**src/rtl/tdm_demux_1to4.sv**
```systemverilog
// -----------------------------------------------------------------------------
// tdm_demux_1to4
//   Splits a time-division-multiplexed word stream into four parallel lanes.
//   A frame is four accepted words (slot 0..3). The slot-0 word carries sof.
//   Words are collected in shadow registers. The lanes a..d are loaded all at
//   once when the slot-3 word is accepted, so a..d only ever show whole frames.
//   Framing violations pulse sync_err and resynchronise on the next sof.
//
// Ports
//   clk         : single clock, rising edge
//   rst_n       : synchronous active-low reset
//   din         : time-multiplexed data word (WIDTH bits)
//   din_valid   : din carries a word this cycle
//   sof         : start of frame, marks the slot-0 word (qualified by din_valid)
//   a, b, c, d  : registered lanes for slots 0, 1, 2, 3
//   frame_valid : one-cycle pulse, a..d hold a newly completed frame
//   sync_err    : one-cycle pulse, framing violation detected
//   slot        : index of the next expected slot
//   frame_cnt   : completed frame count, modulo 256
// -----------------------------------------------------------------------------
module tdm_demux_1to4 #(
    parameter int unsigned WIDTH = 4
) (
    input  logic             clk,
    input  logic             rst_n,
    input  logic [WIDTH-1:0] din,
    input  logic             din_valid,
    input  logic             sof,
    output logic [WIDTH-1:0] a,
    output logic [WIDTH-1:0] b,
    output logic [WIDTH-1:0] c,
    output logic [WIDTH-1:0] d,
    output logic             frame_valid,
    output logic             sync_err,
    output logic [1:0]       slot,
    output logic [7:0]       frame_cnt
);

    localparam int unsigned SLOT_W = 2;
    localparam int unsigned CNT_W  = 8;

    typedef enum logic {
        ST_HUNT = 1'b0,
        ST_RECV = 1'b1
    } state_t;

    // Framing state
    state_t              r_state;
    state_t              w_state_nxt;
    logic [SLOT_W-1:0]   r_slot;
    logic [SLOT_W-1:0]   w_slot_nxt;

    // Shadow registers for slots 0..2; slot 3 goes straight from din to d
    logic [WIDTH-1:0]    r_sh0;
    logic [WIDTH-1:0]    r_sh1;
    logic [WIDTH-1:0]    r_sh2;
    logic [2:0]          w_sh_we;

    // Per-cycle decisions
    logic                w_load;
    logic                w_err;

    // Registered outputs
    logic [WIDTH-1:0]    r_a;
    logic [WIDTH-1:0]    r_b;
    logic [WIDTH-1:0]    r_c;
    logic [WIDTH-1:0]    r_d;
    logic                r_frame_valid;
    logic                r_sync_err;
    logic [CNT_W-1:0]    r_frame_cnt;

    // State register; reset wins over any word on the same edge
    always_ff @(posedge clk) begin
        if (!rst_n) begin
            r_state <= ST_HUNT;
            r_slot  <= SLOT_W'(0);
        end else begin
            r_state <= w_state_nxt;
            r_slot  <= w_slot_nxt;
        end
    end

    // Next-state, shadow write enables and frame/error decisions
    always_comb begin
        w_state_nxt = r_state;
        w_slot_nxt  = r_slot;
        w_sh_we     = 3'b000;
        w_load      = 1'b0;
        w_err       = 1'b0;

        if (din_valid) begin
            unique case (r_state)
                ST_HUNT: begin
                    // Non-sof words are silently dropped while hunting
                    if (sof) begin
                        w_sh_we     = 3'b001;
                        w_slot_nxt  = SLOT_W'(1);
                        w_state_nxt = ST_RECV;
                    end else begin
                        w_slot_nxt  = SLOT_W'(0);
                    end
                end

                ST_RECV: begin
                    if (r_slot == SLOT_W'(0)) begin
                        if (sof) begin
                            // Back-to-back frame start
                            w_sh_we    = 3'b001;
                            w_slot_nxt = SLOT_W'(1);
                        end else begin
                            // Expected a frame start but got none: lose lock
                            w_err       = 1'b1;
                            w_state_nxt = ST_HUNT;
                            w_slot_nxt  = SLOT_W'(0);
                        end
                    end else if (sof) begin
                        // Early sof: drop partial frame, restart on this word
                        w_err      = 1'b1;
                        w_sh_we    = 3'b001;
                        w_slot_nxt = SLOT_W'(1);
                    end else if (r_slot == SLOT_W'(3)) begin
                        w_load     = 1'b1;
                        w_slot_nxt = SLOT_W'(0);
                    end else begin
                        w_sh_we    = (r_slot == SLOT_W'(1)) ? 3'b010 : 3'b100;
                        w_slot_nxt = r_slot + SLOT_W'(1);
                    end
                end

                default: begin
                    w_state_nxt = ST_HUNT;
                    w_slot_nxt  = SLOT_W'(0);
                end
            endcase
        end
    end

    // Shadow storage; never reaches a..d without a full frame, so no reset
    always_ff @(posedge clk) begin
        if (w_sh_we[0]) r_sh0 <= din;
        if (w_sh_we[1]) r_sh1 <= din;
        if (w_sh_we[2]) r_sh2 <= din;
    end

    // Output lanes, pulses and frame counter
    always_ff @(posedge clk) begin
        if (!rst_n) begin
            r_a           <= '0;
            r_b           <= '0;
            r_c           <= '0;
            r_d           <= '0;
            r_frame_valid <= 1'b0;
            r_sync_err    <= 1'b0;
            r_frame_cnt   <= CNT_W'(0);
        end else begin
            r_frame_valid <= w_load;
            r_sync_err    <= w_err;
            if (w_load) begin
                r_a         <= r_sh0;
                r_b         <= r_sh1;
                r_c         <= r_sh2;
                r_d         <= din;
                r_frame_cnt <= r_frame_cnt + CNT_W'(1);
            end
        end
    end

    assign a           = r_a;
    assign b           = r_b;
    assign c           = r_c;
    assign d           = r_d;
    assign frame_valid = r_frame_valid;
    assign sync_err    = r_sync_err;
    assign slot        = r_slot;
    assign frame_cnt   = r_frame_cnt;

endmodule

```
**config.mk**
```make
export PLATFORM = sky130hd
export DESIGN_NAME = tdm_demux_1to4
export DESIGN_NICKNAME = d
export VERILOG_FILES = /design/src/rtl/tdm_demux_1to4.sv
export SDC_FILE = /design/constraint.sdc
export NUM_CORES = 1
export LEC_CHECK = 0
export BUFFER_PORTS_ARGS = -buffer_cell sky130_fd_sc_hd__buf_2
export CAP_MARGIN = 20
export CORE_MARGIN = 5
export CORE_UTILIZATION = 56
export DETAILED_ROUTE_END_ITERATION = 10
export HOLD_SLACK_MARGIN = 0.12
export PLACE_DENSITY = 0.92
export RECOVER_POWER = 100
export SLEW_MARGIN = 40
export SYNTH_ARGS = -nofsm -noshare
export SYNTH_HDL_FRONTEND = slang
export SYNTH_SLANG_ARGS = --single-unit
export TNS_END_PERCENT = 20
```
**constraint.sdc**
```tcl
create_clock -name clk -period 3.5 [get_ports clk]
set_input_delay 0.7 -clock clk [delete_from_list [all_inputs] [get_ports clk]]
set_output_delay 0.7 -clock clk [all_outputs]
set_load 0.1 [all_outputs]
```
# Word level (Yosys, flattened, before mapping)

Cells that the tools add are included.

Eq/ne operators: 2
$add $sub $neg: 2
Bitwise logic cells: 1
Reductions and logical operators: 2
Multiplexer cells: 22

Operators with widths:

| operator            | number |
|---|---|
| $mux 3              | 5 |
| $mux 1              | 11 |
| $add 8x1->8 const B | 1 |
| $mux 2              | 3 |
| $pmux 3 s2          | 1 |
| $pmux 2 s2          | 1 |
| $reduce_and 3->1    | 1 |
| $add 2x1->2 const B | 1 |
| $eq 2x1->1 const B  | 1 |
| $eq 2x2->1 const B  | 1 |
| $logic_not 2->1     | 1 |
| $pmux 1 s2          | 1 |
| $not 1->1           | 1 |

Word-level logic and storage cells: 41
Flip-flop bits (word level): 41
Input port bits: 8
Output and inout port bits: 28

# Logic depth before layout (Yosys ltp)

Gate-level depths: netlist of run 1.

Depth in word-level cells: 7
Depth in mapped cells: 7
Depth with buffers taken out: 6

# Worst setup path after synthesis of run 1

Ideal clock, no wire load.

Kind: flip-flop to flip-flop
Start: register r_slot[1], in the netlist slot[1]
End: register r_sh2[0] (enable)
Stages on the path, launching flop included: 6
Data required time: 3.139 ns
Data arrival time: 2.236 ns
Clock period less this slack: 2.597 ns
Setup slack: 0.903 ns
Library setup time: 0.361 ns
Path buffers: 1
Cells stage by stage: dfxtp_1 inv_1 ha_1 nand4bb_2 clkbuf_1 nor3_1

Longest elaborated chain between the ends: 7
Elaborated cells between the ends (all ways): 9
Those cells by class: eq/ne (2); mux (6); reduce/logical (1)

Ends and longest elaborated chain:

| element                  | RTL line | RTL |
|---|---|---|
| start: declaration       | 50       | `logic [SLOT_W-1:0] r_slot;` |
| start signal: assignment | 79       | `r_slot <= w_slot_nxt;` |
| $eq 2x1->1               | 125      | `w_sh_we = (r_slot == SLOT_W'(1)) ? 3'b010 : 3'b100;` |
| $mux 3                   | 125      |  |
| $mux 3                   | 121      | `end else if (r_slot == SLOT_W'(3)) begin` |
| $mux 3                   | 116      | `end else if (sof) begin` |
| $mux 3 *                 | 105      | `if (r_slot == SLOT_W'(0)) begin` |
| $pmux 3 s2 *             | 92       | `unique case (r_state)` |
| $mux 3 *                 | 91       | `if (din_valid) begin` |
| named net w_sh_we[2]     | 57       | `logic [2:0] w_sh_we;` |
| end signal: assignment   | 142      | `if (w_sh_we[2]) r_sh2 <= din;` |
| end: declaration         | 56       | `logic [WIDTH-1:0] r_sh2;` |

Mark *: on every way through the listed nets, which the timed path passes. The rest lies on a longest branch.
A chain may end at the register's enable or synchronous reset.

# Worst setup path after layout of run 1

Start: register r_slot[0], in the netlist slot[0]
End: register r_sh2[2] (enable)

Same word-level chain as after synthesis.

==> results of run 1 <==
per-layer routing:
metal  wire length (microns)  part of all wire (%)  vias to the layer above  GRT usage, %
met3                     215                   5.9                       10          6.48
met5                       0                     0                        -             0
li1                        -                     -                      656             -
met1                    1480                    41                      650          20.0
met2                    1830                    51                       45          31.2
met4                      87                   2.4                        0          11.2
worst min path at each step:
| stage | start | endpoint | slack [ns] | cells after the start |
|---|---|---|---|---|
| after detailed placement | frame_cnt[7] | frame_cnt[7] | 0.46 | 2 |
| after CTS | frame_cnt[7] | frame_cnt[7] | 0.48 | 2 |
| after global routing | frame_cnt[7] | frame_cnt[7] | 0.50 | 2 |
| after global placement | frame_cnt[7] | frame_cnt[7] | 0.45 | 2 |
| after floorplan | r_state | sync_err | 0.48 | 2 |
| final | frame_cnt[7] | frame_cnt[7] | 0.48 | 2 |
placed cells by master, fill, tap and decap left out, types with 3 or more instances in the layout:
cell type / count
nor3_1: 4
edfxtp_1: 12
dfxtp_1: 29
nand3_1: 18
clkbuf_1: 35
a21oi_1: 22
nand2_1: 7
o21ai_0: 19
inv_1: 4
nand2b_1: 3
clkbuf_4: 5
ha_1: 7
power groups by stage:
| stage | clock (mW) | sequential [mW] | combinational (mW) |
|---|---|---|---|
| after floorplan | 0 | 0.517 | 0.0172 |
| after global placement | 0 | 0.508 | 0.0379 |
| after detailed placement | 0 | 0.509 | 0.0399 |
| after CTS | 0.310 | 0.498 | 0.0402 |
| after global routing | 0.334 | 0.499 | 0.0418 |
| final | 0.308 | 0.498 | 0.0382 |
worst max-delay path, cell delays in order, from the launching register on:
cell	delay, ns
dfxtp_1	0.45
inv_1	0.09
ha_1	0.26
nand4bb_1	0.62
nor3_1	0.64
registers in the layout, indices dropped and copies added, names as in the netlist:
register / flops
r_state: 1
b: 4
r_sh1: 4
d: 4
slot: 2
a: 4
sync_err: 1
c: 4
frame_cnt: 8
r_sh2: 4
r_sh0: 4
frame_valid: 1
logic make-up after synthesis:
group	after synthesis	synth area share, %
buffers and inverters	16	3.95
adder cells (fa/ha/maj)	7	5.31
AO/OA/AOI/OAI	49	16.3
AND/OR/NAND/NOR	46	16.1
multiplexers	2	1.21
flip-flops	41	57.1
cell usage after synthesis, types with 3 or more instances:
| cell | number | area (sq um) |
|---|---|---|
| nor3_1 | 4 | 20.0 |
| o21ai_0 | 10 | 50.1 |
| nand3_1 | 18 | 90.1 |
| nand2b_1 | 3 | 18.8 |
| inv_1 | 4 | 15.0 |
| o21ai_1 | 10 | 50.1 |
| a21oi_1 | 22 | 110 |
| buf_2 | 3 | 15.0 |
| dfxtp_1 | 29 | 581 |
| ha_1 | 7 | 87.6 |
| clkbuf_1 | 7 | 26.3 |
| edfxtp_1 | 12 | 360 |
| nand2_1 | 7 | 26.3 |
layout make-up:
class,instances,area [sq um],area share (%)
well taps,31,38.8,2.10
inverters,5,18.8,1.02
clock inverters,3,41.3,2.24
repair buffers,36,136,7.39
clock buffers,5,37.5,2.04
multi-input cells,104,631,34.2
flip-flops and latches,41,941,51.0
==> flow_metrics.py, run 1 <==
metrics = {
    "final_layout": {
        "antenna_cells": 0,
        "layout-drive-gt1-share_pct": 4.64,
        "nFillCells": 242,
        "nNetsFinal": 208,
        "stdcell_count": 225,
        "fin_util_pct": 66.3,
        "area_delta_synth_final_pct": 11.9,
        "final_area_sq_um": 1840,
    },
    "pwr": {
        "powerDensity_nw_per_um2": 458,
        "p_clk_share_pct": 36.5,
        "p_leak_nw": 0.583,
        "switching_power_uw": 193,
        "power_uw": 844,
        "sw_frac_of_total_pct": 22.8,
        "p_seq_share_pct": 59.0,
        "combPwrFrac_pct": 4.5,
        "intPower_uw": 651,
        "ir_drop_mv": 0.458,
    },
    "worst_hold_path": {
        "min_path_type": "reg -> reg",
    },
    "clocking": {
        "post_cts_resized": 0,
        "cts_buffer_depth": 2,
        "hold_buffers": 0,
        "cts_num_sinks": 41,
        "numCtsBuffers": 5,
        "cts_setup_buffers": 0,
        "clk_pin_slew_ns": 0.13,
        "cts_tree": "built",
        "htree_num_levels": 2,
        "root_buffer": "clkbuf_4",
        "clk_latency_ns": 0.37,
    },
    "timing": {
        "finClkSkew_ns": 0.00931,
        "fin_tns_setup_ns": 0,
        "maxSlewViolCount": 0,
        "tightest_slew_ns": 1.19,
        "slew_headroom_pct": 20.8,
        "setup_viol": 0,
        "postLayoutSetupSlackWorst_ns": 1.08,
        "hold_ws_ns": 0.483,
        "fmax_mhz": 413,
        "timing.final.crit_share_pct": 69.1,
        "hold_viol_final": 0,
        "period_minus_slack_ns": 2.42,
        "rsz0062_at_grt": "no",
    },
    "detailed_routing": {
        "drt_wl_total_mm": 3.61,
        "viasPerCell": 6.05,
        "drc": 0,
        "detail-route-antenna-nets": 0,
        "wl_per_cell_microns": 16.1,
        "dr_total_vias": 1361,
        "drt_first_iter_violations": 102,
        "drtPass1Iterations": 4,
    },
    "global_route": {
        "first_global_vias": 1408,
        "grt_pass1_wl_mm": 6.04,
        "gr-total-overflow": 0,
        "antenna_found_initial": 0,
        "grt_max_degree": 27,
        "grt_usage_pct": 18.6,
    },
    "worst_setup_path": {
        "required_ns": 3.51,
        "setup.worst_path.class": "reg -> reg",
        "reg2regPathDepth": 4,
        "r2r_setup_slack_ns": 1.08,
        "crit_end": "r_sh2[2]",
        "start_kind": "flip-flop",
        "r2r_end": "r_sh2[2]",
        "worstPathArrival_ns": 2.43,
        "crit_fanout": 18,
        "endpoint_kind": "flip-flop",
        "cp-startpoint": "slot[0]",
        "r2r_start": "slot[0]",
    },
    "die": {
        "dieHeight_microns": 64.2,
        "core_area_sq_um": 2780,
        "die-area_sq_um": 4130,
        "start_util_pct": 59.2,
        "rows": 19,
        "chipWidth_microns": 64.2,
        "io_pins": 36,
    },
    "place": {
        "dp_slack_ns": 1.28,
        "placed_cell_area_sq_um": 1820,
        "dp_cells": 217,
        "place.port_buffers": 35,
        "place.gp.congestion": 0.830,
        "place_hpwl_mm": 2.53,
    },
    "run_status": {
        "status": "finished clean",
    },
    "logic_synthesis": {
        "yosysSeqAreaShare_pct": 57.1,
        "ys_ff_latch": 41,
        "synth_warnings": 0,
        "synth_nets": 176,
        "synth_flop_cell": "dfxtp_1",
        "synth_edf_count": 12,
        "synth_cell_types": 30,
        "syn-instance-count": 161,
        "ys_async_sr_fraction_pct": 0,
        "syn_avg_cell_area_sq_um": 10.2,
        "syn_area_sq_um": 1650,
    },
    "flow_run": {
        "maxCapViolations": 0,
    },
}
No activity file was read; power rests on OpenSTA's default activity.
==> run 2, diff against run 1 <==
CORE_UTILIZATION = 52   (was 56)
PLACE_DENSITY = 0.87   (was 0.92)
clock period = 2.35 ns   (was 3.5 ns; I/O delays follow)
==> run 2 against run 1 <==
Effect of this change: cell area grew 1.8%; highest routed layer unchanged; global-route usage shrank 1.2 points; fmax grew 14%; largest power group unchanged; first-iteration DRC count shrank 20%; critical endpoint is now frame_cnt[7]; hold slack lost 0.082 ns; critical path depth grew 2; clock skew shrank 0.0023 ns; flip-flop and latch count is the same.
==> flow_metrics.py, run 2 (synthesis gave the netlist of run 1 again) <==
metrics = {
    "place": {
        "dp_cells": 233,
        "place.gp.congestion": 0.842,
        "place_hpwl_mm": 2.38,
        "dp_slack_ns": 0.272,
        "place.port_buffers": 35,
    },
    "clocking": {
        "post_cts_resized": 0,
        "cts_num_sinks": 41,
        "numCtsBuffers": 5,
        "cts_buffer_depth": 2,
        "cts_setup_buffers": 0,
        "root_buffer": "clkbuf_4",
        "hold_buffers": 0,
        "cts_tree": "built",
        "clk_pin_slew_ns": 0.12,
        "clk_latency_ns": 0.35,
        "htree_num_levels": 2,
    },
    "final_layout": {
        "layout-drive-gt1-share_pct": 12.7,
        "register_area_sq_um": 943,
        "multi_input_area_sq_um": 636,
        "nFillCells": 284,
        "antenna_cells": 0,
        "stdcell_count": 241,
        "area_delta_synth_final_pct": 14.0,
        "nNetsFinal": 211,
        "final_cell_mix": "27 x dfxtp_1, 26 x clkbuf_1, 22 x a21oi_1",
        "largest_reg_flops": 8,
        "fin_util_pct": 61.5,
        "final_common_cell": "dfxtp_1",
    },
    "worst_setup_path": {
        "path_cells": "inv_1 -> ha_1 -> nand4bb_2 -> buf_4 -> nor4_1 -> mux2i_1",
        "start_kind": "flip-flop",
        "setup.worst_path.class": "reg -> reg",
        "crit_fanout": 17,
        "r2r_setup_slack_ns": 0.22,
        "worstPathArrival_ns": 2.41,
        "required_ns": 2.63,
        "endpoint_kind": "flip-flop",
        "slowest_delay_ns": 0.46,
        "critPathBufInv": 2,
        "crit_family": "simple AND/OR/NAND/NOR gates",
        "cp_slowest_cell": "nand4bb_2",
    },
    "timing": {
        "postLayoutSetupSlackWorst_ns": 0.220,
        "finClkSkew_ns": 0.00701,
        "timing.final.crit_share_pct": 90.6,
        "maxSlewViolCount": 0,
        "setup_viol": 0,
        "slew_headroom_pct": 20.6,
        "fin_tns_setup_ns": 0,
        "hold_ws_ns": 0.401,
        "tightest_slew_ns": 1.20,
        "period_minus_slack_ns": 2.13,
        "hold_viol_final": 0,
        "rsz0062_at_grt": "no",
        "fmax_mhz": 470,
    },
    "pwr": {
        "p_leak_nw": 0.622,
        "ir_drop_mv": 0.358,
        "powerDensity_nw_per_um2": 609,
    },
    "detailed_routing": {
        "detail-route-antenna-nets": 0,
        "drt_wl_total_mm": 3.49,
        "viasPerCell": 5.42,
        "drt_first_iter_violations": 82,
        "drtPass1Iterations": 4,
        "wl_per_cell_microns": 14.5,
        "drc": 0,
        "dr_total_vias": 1307,
    },
    "die": {
        "core_area_sq_um": 3050,
        "io_pins": 36,
        "dieHeight_microns": 66.3,
        "start_util_pct": 54.0,
        "die-area_sq_um": 4400,
        "chipWidth_microns": 66.3,
        "rows": 20,
    },
    "global_route": {
        "gr-total-overflow": 0,
        "grt_usage_pct": 17.5,
        "grt_max_degree": 27,
        "first_global_vias": 1234,
        "grt_pass1_wl_mm": 5.77,
        "antenna_found_initial": 0,
    },
    "worst_hold_path": {
        "min_path_type": "in -> reg",
    },
    "flow_run": {
        "maxCapViolations": 0,
    },
    "run_status": {
        "status": "finished clean",
    },
}
-- run 2: layout make-up --
class,instances,share of cell area [%]
inverter,5,0.999
tap,44,2.93
sequential,41,50.2
clock inverter,3,0.933
multi-input combinational,104,33.8
clock buffer,5,2.00
timing repair buffer,39,9.06
-- run 2: path summary, 6_finish.rpt --
path	start	depth (start not counted)	end
max	slot[0]	6	frame_cnt[7]
min	din[3]	1	r_sh1[3]
max reg2reg	slot[0]	6	frame_cnt[7]
min reg2reg	d[2]	2	d[2]
-- run 2: metal layers --
metal / wire [microns] / track usage (%) / part of all wire [%]
met4: 33 / 3.81 / 0.95
met1: 1570 / 21.4 / 45
met5: 0 / 0 / 0
met3: 147 / 5.78 / 4.2
met2: 1730 / 29.6 / 50
-- run 2: power breakdown --
part	total [mW]	leakage [nW]	switching, mW	internal, mW
Clock	0.341	0.0310	0.228	0.113
Combinational	0.0601	0.247	0.0432	0.0169
Sequential	0.742	0.344	0.00599	0.736
Total	1.14	0.622	0.277	0.866
-- run 2: through the flow --
step	power [mW]	instance area, sq um
detailed placement	0.819	1860
global route	1.20	1880
CTS	1.16	1920
global placement	0.818	1860
finish	1.14	1880
floorplan	0.795	1650
==> run 3, diff against run 2 <==
==> constraint.sdc (replaced) <==
create_clock -name clk -period 2.35 [get_ports clk]
set_input_delay 0.47 -clock clk [delete_from_list [all_inputs] [get_ports clk]]
set_output_delay 0.47 -clock clk [all_outputs]
set_load 0.02 [all_outputs]
==> run 3 against run 2 <==
Effect of this change: clock power is 38% higher; critical path depth is 2 lower; setup slack better by 0.017 ns; flip-flop and latch count is the same; global-route usage is 1.2 points lower; register-to-register slack better by 0.02 ns; non-clock buffer count grew 1; via count rose by 1.2%; clock skew shrank 0.0016 ns; largest power group unchanged; highest routed layer unchanged.
==> flow_metrics.py, run 3 (synthesis gave the netlist of run 1 again) <==
metrics = {
    "run_status": {
        "status": "finished clean",
    },
    "worst_hold_path": {
        "min_path_type": "in -> reg",
        "hold_depth": 3,
        "worst_hold_startpoint": "din[3]",
        "holdPathEnd": "d[3]",
    },
    "final_layout": {
        "final_cell_mix": "37 x clkbuf_1, 29 x dfxtp_1, 22 x a21oi_1",
        "layout-drive-gt1-share_pct": 7.07,
        "stdcell_count": 242,
        "final_common_cell": "clkbuf_1",
        "largest_reg_flops": 8,
        "nNetsFinal": 212,
        "antenna_cells": 0,
        "final_area_sq_um": 1900,
        "area_delta_synth_final_pct": 15.4,
    },
    "timing": {
        "rsz0062_at_grt": "no",
        "timing.final.crit_share_pct": 89.9,
        "maxSlewViolCount": 0,
        "postLayoutSetupSlackWorst_ns": 0.238,
        "fin_tns_setup_ns": 0,
        "hold_viol_final": 0,
        "setup_viol": 0,
        "finClkSkew_ns": 0.00539,
        "period_minus_slack_ns": 2.11,
        "fmax_mhz": 473,
        "slew_headroom_pct": 61.6,
        "tightest_slew_ns": 0.575,
    },
    "die": {
        "io_pins": 36,
        "die-area_sq_um": 4400,
        "start_util_pct": 54.0,
        "rows": 20,
        "chipWidth_microns": 66.3,
        "dieHeight_microns": 66.3,
        "core_area_sq_um": 3050,
    },
    "worst_setup_path": {
        "r2r_end": "r_sh2[1]",
        "crit_fanout": 15,
        "crit_family": "simple AND/OR/NAND/NOR gates",
        "r2r_start": "slot[0]",
        "path_cells": "inv_1 -> ha_1 -> nand4bb_2 -> nor3_1",
        "required_ns": 2.35,
        "critPathBufInv": 1,
        "reg2regPathDepth": 4,
        "start_kind": "flip-flop",
        "cp_slowest_cell": "nor3_1",
        "worstPathArrival_ns": 2.11,
        "endpoint_kind": "flip-flop",
        "setup.worst_path.class": "reg -> reg",
        "slowest_delay_ns": 0.53,
        "r2r_setup_slack_ns": 0.24,
    },
    "detailed_routing": {
        "drt_wl_total_mm": 3.38,
        "drt_first_iter_violations": 58,
        "wl_per_cell_microns": 14.0,
        "detail-route-antenna-nets": 0,
        "drc": 0,
        "dr_total_vias": 1323,
        "viasPerCell": 5.47,
        "drtPass1Iterations": 4,
    },
    "clocking": {
        "numCtsBuffers": 5,
        "post_cts_resized": 0,
        "clk_latency_ns": 0.34,
        "htree_num_levels": 2,
        "cts_setup_buffers": 0,
        "cts_buffer_depth": 2,
        "clk_pin_slew_ns": 0.11,
        "cts_tree": "built",
        "hold_buffers": 0,
        "cts_num_sinks": 41,
        "root_buffer": "clkbuf_4",
    },
    "global_route": {
        "first_global_vias": 1203,
        "grt_max_degree": 27,
        "gr-total-overflow": 0,
        "grt_usage_pct": 16.3,
        "grt_pass1_wl_mm": 5.46,
        "antenna_found_initial": 0,
    },
    "pwr": {
        "powerDensity_nw_per_um2": 664,
        "power_mw": 1.26,
        "ir_drop_mv": 0.552,
        "p_leak_nw": 0.607,
    },
    "flow_run": {
        "maxCapViolations": 0,
    },
    "place": {
        "place.port_buffers": 35,
        "dp_slack_ns": 0.252,
        "dp_cells": 234,
        "place_hpwl_mm": 2.35,
        "place.gp.congestion": 0.862,
        "placed_cell_area_sq_um": 1870,
    },
}
[run 3: changes by cell type in the layout (fill, tap and decap cells not counted), sizes merged]
cell      delta
clkinv       -2
bufinv       +1
clkinvlp     -1
clkbuf       +4
buf          -1
[run 3: per-stage QoR]
step                      utilization, %  hold slack [ns]
after floorplan                        -            0.482
after global placement              61.2            0.453
after detailed placement            61.2            0.464
after CTS                           64.0            0.345
after global routing                62.3            0.400
final                               62.3            0.408
[run 3: where the power goes]
| part | internal (mW) | switching [mW] | leakage (nW) | total (mW) |
|---|---|---|---|---|
| Clock | 0.254 | 0.218 | 0.0455 | 0.472 |
| Combinational | 0.0164 | 0.0325 | 0.218 | 0.0488 |
| Sequential | 0.735 | 0.00616 | 0.343 | 0.742 |
[run 3: worst max-delay path by stage]
stage          startpoint      endpoint  depth (start not counted)
2_1_floorplan     slot[0]      r_sh2[0]                          5
3_3_place_gp      slot[0]  frame_cnt[7]                          6
3_5_place_dp      slot[0]      r_sh2[0]                          4
4_1_cts           slot[0]      r_sh2[1]                          4
5_1_grt           slot[0]  frame_cnt[7]                          6
6_report          slot[0]      r_sh2[1]                          4
[run 3: worst register-to-register path: stages, from the launching register on]
cell and delay, ns:
dfxtp_1 0.45, inv_1 0.08, ha_1 0.24, nand4bb_2 0.46, nor3_1 0.53
[run 3: area by class of cell]
class / count / area (sq um)
Fill cell: 298 / 1150
Sequential cell: 41 / 941
Multi-Input combinational cell: 104 / 642
Timing Repair Buffer: 40 / 160
Clock buffer: 7 / 55.1
Tap cell: 44 / 55.1
Clock inverter: 1 / 30.0
Inverter: 5 / 18.8
[run 3: layer usage]
metal | wire length, microns | global-route usage, % | vias to the layer above
met1 | 1520 | 19.7 | 628
met4 | 58 | 5.84 | 0
met2 | 1670 | 26.9 | 25
met5 | 0 | 0 | -
li1 | - | - | 662
met3 | 129 | 5.27 | 8
